**config.mk**
```make
export PLATFORM = sky130hd
export DESIGN_NAME = frame_update_sequencer
export DESIGN_NICKNAME = d
export VERILOG_FILES = /design/src/rtl/frame_update_sequencer.sv
export SDC_FILE = /design/constraint.sdc
export NUM_CORES = 1
export LEC_CHECK = 0
export ABC_AREA = 1
export CORE_ASPECT_RATIO = 1.4
export CORE_MARGIN = 2
export CORE_UTILIZATION = 40
export DETAILED_ROUTE_END_ITERATION = 7
export PLACE_DENSITY_LB_ADDON = 0.08
export SLEW_MARGIN = 20
export SYNTH_ARGS = -nofsm -noshare
export SYNTH_HDL_FRONTEND = slang
export SYNTH_SLANG_ARGS = --single-unit
```
**constraint.sdc**
```tcl
create_clock -name sys_clk_i -period 1.6 [get_ports sys_clk_i]
set_clock_uncertainty 0.15 [all_clocks]
set_input_delay 0.16 -clock sys_clk_i [delete_from_list [all_inputs] [get_ports sys_clk_i]]
set_output_delay 0.16 -clock sys_clk_i [all_outputs]
set_load 0.1 [all_outputs]
```
**src/rtl/frame_update_sequencer.sv**
```systemverilog
// Grants N update clients in turn, once per (divided) vertical blanking start.
// Optional request watchdog is enabled with `SEQ_WATCHDOG_EN.
module frame_update_sequencer #(
  parameter int V_DISPLAY = 480,
  parameter int N_CLIENTS = 4,
  parameter int FRAME_DIV = 1,
  parameter int TIMEOUT   = 1024
) (
  input  logic                 sys_clk_i,
  input  logic                 reset_i,
  input  logic [9:0]           y_i,
  input  logic                 enable_i,
  input  logic                 clr_i,
  output logic [N_CLIENTS-1:0] upd_req_o,
  input  logic [N_CLIENTS-1:0] upd_ack_i,
  output logic                 frame_tick_o,
  output logic                 busy_o,
  output logic                 overrun_o,
  output logic                 timeout_o,
  output logic [15:0]          frame_cnt_o
);

  localparam int IW = (N_CLIENTS > 1) ? $clog2(N_CLIENTS) : 1;
  localparam int DW = $clog2(FRAME_DIV + 1);
  localparam logic [IW-1:0] LAST_IDX = IW'(N_CLIENTS - 1);
  localparam logic [DW-1:0] LAST_DIV = DW'(FRAME_DIV - 1);

  if (FRAME_DIV < 1 || TIMEOUT < 1) begin : g_bad_cfg
    $error("frame_update_sequencer: FRAME_DIV and TIMEOUT must be >= 1");
  end

  typedef enum logic [1:0] {S_IDLE, S_REQ, S_DONE} state_t;

  state_t        state;
  logic [IW-1:0] idx;
  logic [DW-1:0] div;
  logic          blank, blank_q;
  logic          ack_hit, start, wd_expire;

`ifdef SEQ_WATCHDOG_EN
  localparam int TW = $clog2(TIMEOUT + 1);
  logic [TW-1:0] wd_cnt;
`endif

  always_comb begin
    blank   = (y_i >= 10'(V_DISPLAY));
    ack_hit = upd_ack_i[idx];
    start   = frame_tick_o && enable_i && (state == S_IDLE) && (div == LAST_DIV);
`ifdef SEQ_WATCHDOG_EN
    // an ack on the expiry edge takes precedence over the timeout
    wd_expire = (wd_cnt == TW'(TIMEOUT - 1)) && !ack_hit;
`else
    wd_expire = 1'b0;
`endif
  end

  always_ff @(posedge sys_clk_i or posedge reset_i) begin
    if (reset_i) begin
      state        <= S_IDLE;
      idx          <= '0;
      div          <= '0;
      blank_q      <= 1'b1;
      frame_tick_o <= 1'b0;
      upd_req_o    <= '0;
      busy_o       <= 1'b0;
      overrun_o    <= 1'b0;
      frame_cnt_o  <= '0;
`ifdef SEQ_WATCHDOG_EN
      timeout_o    <= 1'b0;
      wd_cnt       <= '0;
`endif
    end else begin
      blank_q      <= blank;
      frame_tick_o <= blank && !blank_q;

      if (clr_i) begin
        overrun_o <= 1'b0;
`ifdef SEQ_WATCHDOG_EN
        timeout_o <= 1'b0;
`endif
      end

      if (frame_tick_o && enable_i && state == S_IDLE)
        div <= (div == LAST_DIV) ? '0 : div + 1'b1;

      // overrun pre-empts whatever the state machine would otherwise do
      if (!blank && state != S_IDLE) begin
        overrun_o <= 1'b1;
        upd_req_o <= '0;
        busy_o    <= 1'b0;
        state     <= S_IDLE;
      end else begin
        case (state)
          S_IDLE: if (start) begin
            state     <= S_REQ;
            idx       <= '0;
            upd_req_o <= N_CLIENTS'(1);
            busy_o    <= 1'b1;
`ifdef SEQ_WATCHDOG_EN
            wd_cnt    <= '0;
`endif
          end
          S_REQ: if (ack_hit || wd_expire) begin
`ifdef SEQ_WATCHDOG_EN
            wd_cnt <= '0;
            if (wd_expire) timeout_o <= 1'b1;
`endif
            if (idx == LAST_IDX) begin
              state     <= S_DONE;
              upd_req_o <= '0;
            end else begin
              idx       <= idx + 1'b1;
              upd_req_o <= upd_req_o << 1;
            end
          end else begin
`ifdef SEQ_WATCHDOG_EN
            wd_cnt <= wd_cnt + 1'b1;
`endif
          end
          S_DONE: begin
            frame_cnt_o <= frame_cnt_o + 16'd1;
            busy_o      <= 1'b0;
            state       <= S_IDLE;
          end
          default: state <= S_IDLE;
        endcase
      end
    end
  end

`ifndef SEQ_WATCHDOG_EN
  assign timeout_o = 1'b0;
`endif

endmodule
```
Yosys cells after proc, flatten, opt, wreduce, memory -nomap -nowiden
Cells that the tools add are included.
- $add $sub $neg: 3
- magnitude comparators: 2
- equality and inequality tests: 9
- muxes and demuxes: 22
- bitwise logic cells: 2
- reductions and logical operators: 18
- operators by type and width (operator ; count):
    $add A16 B1 Y16 const B ; 1
    $mux W4 ; 4
    $mux W2 ; 7
    $ge A10 B9 Y1 const B ; 1
    $pmux W2 S2 ; 2
    $pmux W4 S2 ; 1
    $mux W1 ; 6
    $ne A2 B2 Y1 const B ; 3
    $ne A3 B3 Y1 const B ; 2
    $reduce_and A3 Y1 ; 2
    $reduce_bool A2 Y1 ; 3
    $reduce_bool A3 Y1 ; 2
    $logic_and A1 B1 Y1 ; 5
    $reduce_and A5 Y1 ; 1
    $eq A2 B2 Y1 const B ; 2
    $reduce_and A2 Y1 ; 2
    $lt A2 B3 Y1 const B ; 1
    $ne A3 B2 Y1 const B ; 1
    $add A2 B1 Y2 const B ; 1
    $bmux W1 S2 ; 1
    $eq A2 B1 Y1 const B ; 1
    $logic_not A1 Y1 ; 2
    $logic_not A2 Y1 ; 1
    $not A1 Y1 ; 2
    2 further kinds ; 2
- register bits after elaboration: 29
- input port bits: 18

Longest topological paths before layout
- depth after elaboration: 6
- depth in mapped cells: 8
- mapped depth without buffers: 8

Worst setup path after synthesis
Ideal clock, no wire load.
- kind: flip-flop to flip-flop
- start: register frame_cnt_o[1]
- end: register frame_cnt_o[14]
- arrival: 1891 ps
- data required time: 1330 ps
- path slack: -561 ps
- stages on the path, launching flop included: 9
- path buffers: 0
- clock period less this slack: 2161 ps
- cell sequence: dfrtp_1 > ha_1 > nand3_1 > nor2_1 > nand3_1 > nand2_1 > nand2_1 > nand2_1 > nand2_1
- cells in the longest elaborated chain, start to end: 1
- ends and longest elaborated chain (element ; line ; text):
    from (decl) ; 20 ; output logic [15:0] frame_cnt_o
    from (signal assigned) ; 121 ; frame_cnt_o <= frame_cnt_o + 16'd1;
    $add A16 B1 Y16 ; 121 ;
No other way between the ends.
A chain may end at the register's enable or synchronous reset.

Worst setup path after layout
- start: register state[0]
- end: register idx[0]
- cells in the longest elaborated chain, start to end: 5
- elaborated cells between the ends (all ways): 13
- classes of those cells: eq/ne (4); mux (1); bitwise (1); reduce/logical (7)
- ends and longest elaborated chain (element ; line ; text):
    from (decl) ; 34 ; state_t state;
    from (signal assigned) ; 59 ; state <= S_IDLE;
    from (signal assigned) ; 91 ; state <= S_IDLE;
    from (signal assigned) ; 95 ; state <= S_REQ;
    $logic_not A2 Y1 ; 48, 93 ;
    $logic_and A1 B1 Y1 (2 in a row) ; 48 ; start = frame_tick_o && enable_i && (state == S_IDLE) && (div == LAST_DIV);
    $ne A2 B2 Y1 (no source line) ; - ;
    $reduce_and A5 Y1 (no source line) ; - ;
    to (signal assigned) ; 112 ; idx <= idx + 1'b1;
    to (decl) ; 35 ; logic [IW-1:0] idx;
Several ways; a longest one is shown, not always the timed one.

==> impl_metrics.csv <==
group,metric,value,unit
outcome,outcome,"complete, no violations",
critical_path,cp-end-kind,"flop",
timing,hold_viol_final,0,
yosys,synth.area.top_cells,"dfrtp_1 43%, nand2_1 19%, nor2_1 5.7%",
yosys,synthSimpleGateAreaFrac,37.47,%
floorplanning,start_util,41.10,%
power,p_leak,1.062,nW
critical_path,cp-start-kind,"flop",
timing,fin_crit,1502,ps
yosys,synthXorXnorAreaFrac,4.980,%
critical_path,worstPathRequired,1620,ps
global_route,grt_max_degree,29,
yosys,syn_avg_cell_area,7.573,um^2
yosys,synth_compound_area_share,4.980,%
placement,dpl_cell_area,0.002346,mm^2
global_route,grt.total_usage,16.98,%
layout,fillers,345,
route,wl_met1,1406,um
cts,root_buffer,"clkbuf_8",
yosys,synthTopCellsByCount,"80 x nand2_1, 27 x dfrtp_1, 24 x nor2_1",
cts,clk_latency,270,ps
power,p_total,3.835,mW
yosys,synth_edf_count,0,
timing,setup_slack,98.01,ps
placement,dp_cells,292,
global_route,grt_pass1_vias,1379,
placement,pre_cts_slack,-70.27,ps
layout,diodes,0,
cts,htreeDepth,1,
yosys,synth_top_area_share,42.69,%
route,drtPass1Iterations,4,
floorplanning,dieArea,0.004483,mm^2
power,vdd_drop_max,1.334,mV
route,wl_met2,1967,um
layout,drive_above_1_share,29.64,%
critical_path,critPathSlowestCell,"dfrtp_1",
global_route,grt_first_pass_wirelength,6065,um
yosys,synth_top_family_by_area,"simple AND/OR/NAND/NOR gates",
route,antenna_left,0,
route,dr.max_layer_used,"met4",
global_route,grt_overflow_total,0,
cts,clk_path_buf_depth,2,
layout,area_growth,52.73,%
critical_path,critPathMaxStageDelay,470,ps
power,power.density,1586,mW/mm^2
route,drc,0,
yosys,muxShareOfSynthArea,0,%
layout,nets,274,
critical_path,cp_max_fo,5,
timing,setup_tns,0,ps
placement,place.gp.congestion,0.7786,
cts,clock-sinks,28,
yosys,netlist.top_cell.by_area,"dfrtp_1",
yosys,synthAdderAreaFrac,1.581,%
route,vias,1385,
yosys,yosys_most_used_dff,"dfrtp_1",
critical_path,crit_type,"flop to flop",
yosys,async_flop_share,100.0,%
yosys,ys_ff_latch,28,
cts,path_clk_slew,90,ps
cts,numCtsBuffers,3,
route,viasPerCell,4.679,
yosys,yosysUniqueCellTypes,27,
yosys,syn_area,0.001583,mm^2
layout,finalInstanceArea,0.002417,mm^2
placement,hpwl,2752,um
placement,io_buffers,35,
layout,utilization,62.77,%
timing,whs,106.4,ps
global_route,antenna_found_initial,0,
flow_run,drv_cap,0,
critical_path,critical_path_arrival,1520,ps
floorplanning,die-height,78.43,um
timing,maxSlewViolCount,0,
route,routedWlPerCell,11.80,um
cts,cts_tree,"built",
critical_path,path_delay_family,"simple AND/OR/NAND/NOR gates",
yosys,synth_most_common_cell,"nand2_1",
critical_path,path_cells,"nor2_1 -> nand3_1 -> nand2_2 -> nand2_1 -> nand2_1 -> nand2_1",
yosys,ys_seq_area_share,44.35,%
worst_hold_path,min_path_type,"input port to asynchronous set/reset pin",
critical_path,cp_num_buf_inv,0,
floorplanning,coreArea,0.003851,mm^2
floorplanning,die_w,57.17,um
route,drt_iter0_markers,24,
route,met3_length,92,um
critical_path,cp_common_cell,"nand2_1",
timing,max_freq,0.6658,GHz
yosys,netlist_instances,209,
route,routed_wl,3494,um
timing,period_share,93.87,%
yosys,yosysWarnings,0,
yosys,synth_nets,229,
floorplanning,row_count,27,
floorplanning,ios,42,
layout,final_cells,296,
timing,setup_viol,0,
## worst register-to-register path, cell delays in order, from the launching register on
cell     delay (ps)
dfrtp_1         470
nor2_1          230
nand3_1         220
nand2_2         150
nand2_1          80
nand2_1          60
nand2_1          40
## final timing paths
| kind | depth (start not counted) | to | slack [ps] | from |
|---|---|---|---|---|
| setup / recovery | 6 | idx[0] | 100 | state[0] |
| hold / removal | 3 | upd_req_o[2] | 110 | reset_i |
| setup reg to reg | 6 | idx[0] | 100 | state[0] |
| hold reg to reg | 1 | frame_tick_o | 340 | blank_q |
| max in group asynchronous | 3 | blank_q | 880 | reset_i |
| min in group sys_clk_i | 2 | overrun_o | 300 | clr_i |
## placed cells by master, fill, tap and decap left out, types with 7 or more instances in the layout
| cell | count |
|---|---|
| dfrtp_2 | 7 |
| buf_12 | 24 |
| dfrtp_1 | 10 |
| xor2_1 | 7 |
| clkdlybuf4s50_1 | 12 |
| nand2_1 | 79 |
| nor2_1 | 20 |
| nand3_1 | 11 |
| dfrtp_4 | 10 |
| inv_1 | 20 |
## state kept, by name, indices dropped and copies added, names as in the netlist
name / flops
frame_cnt_o: 16
state: 2
frame_tick_o: 1
busy_o: 1
overrun_o: 1
idx: 2
upd_req_o: 4
blank_q: 1
## report_power, final
part	total [mW]	internal, mW	switching (mW)
logic	2.22	0.775	1.45
registers	1.18	0.913	0.267
clock network	0.435	0.220	0.215
## final cells by class
cell class,instances,area (um^2),share of cell area (%)
Clock buffer,4,55.05,2.277
Inverter,22,82.58,3.416
Multi-Input combinational cell,157,832.0,34.42
Timing Repair Buffer,42,645.6,26.71
Sequential cell,28,748.2,30.95
Tap cell,43,53.80,2.226
## routing by layer
metal,GRT usage (%),vias up
li1,-,737
met1,20.00,630
met2,31.15,16
met3,2.142,2
met4,5.581,0
met5,0,-
## logic make-up (layout without fill, tap and decap cells)
group           Yosys count  in the layout
fa+ha+maj                 2              2
buf+inv                  24             68
flops                    28             28
simple gates            133            133
compound gates           12             12
other cells               1              1
xor+xnor                  9              9
## timing repair
action | in CTS | in global routing
endpoints found under the setup margin | 0 | 7
hold buffers | 0 | 0
gates resized for setup | 0 | 6
setup buffers | 0 | 0
Power figures use the tool's default switching activity.
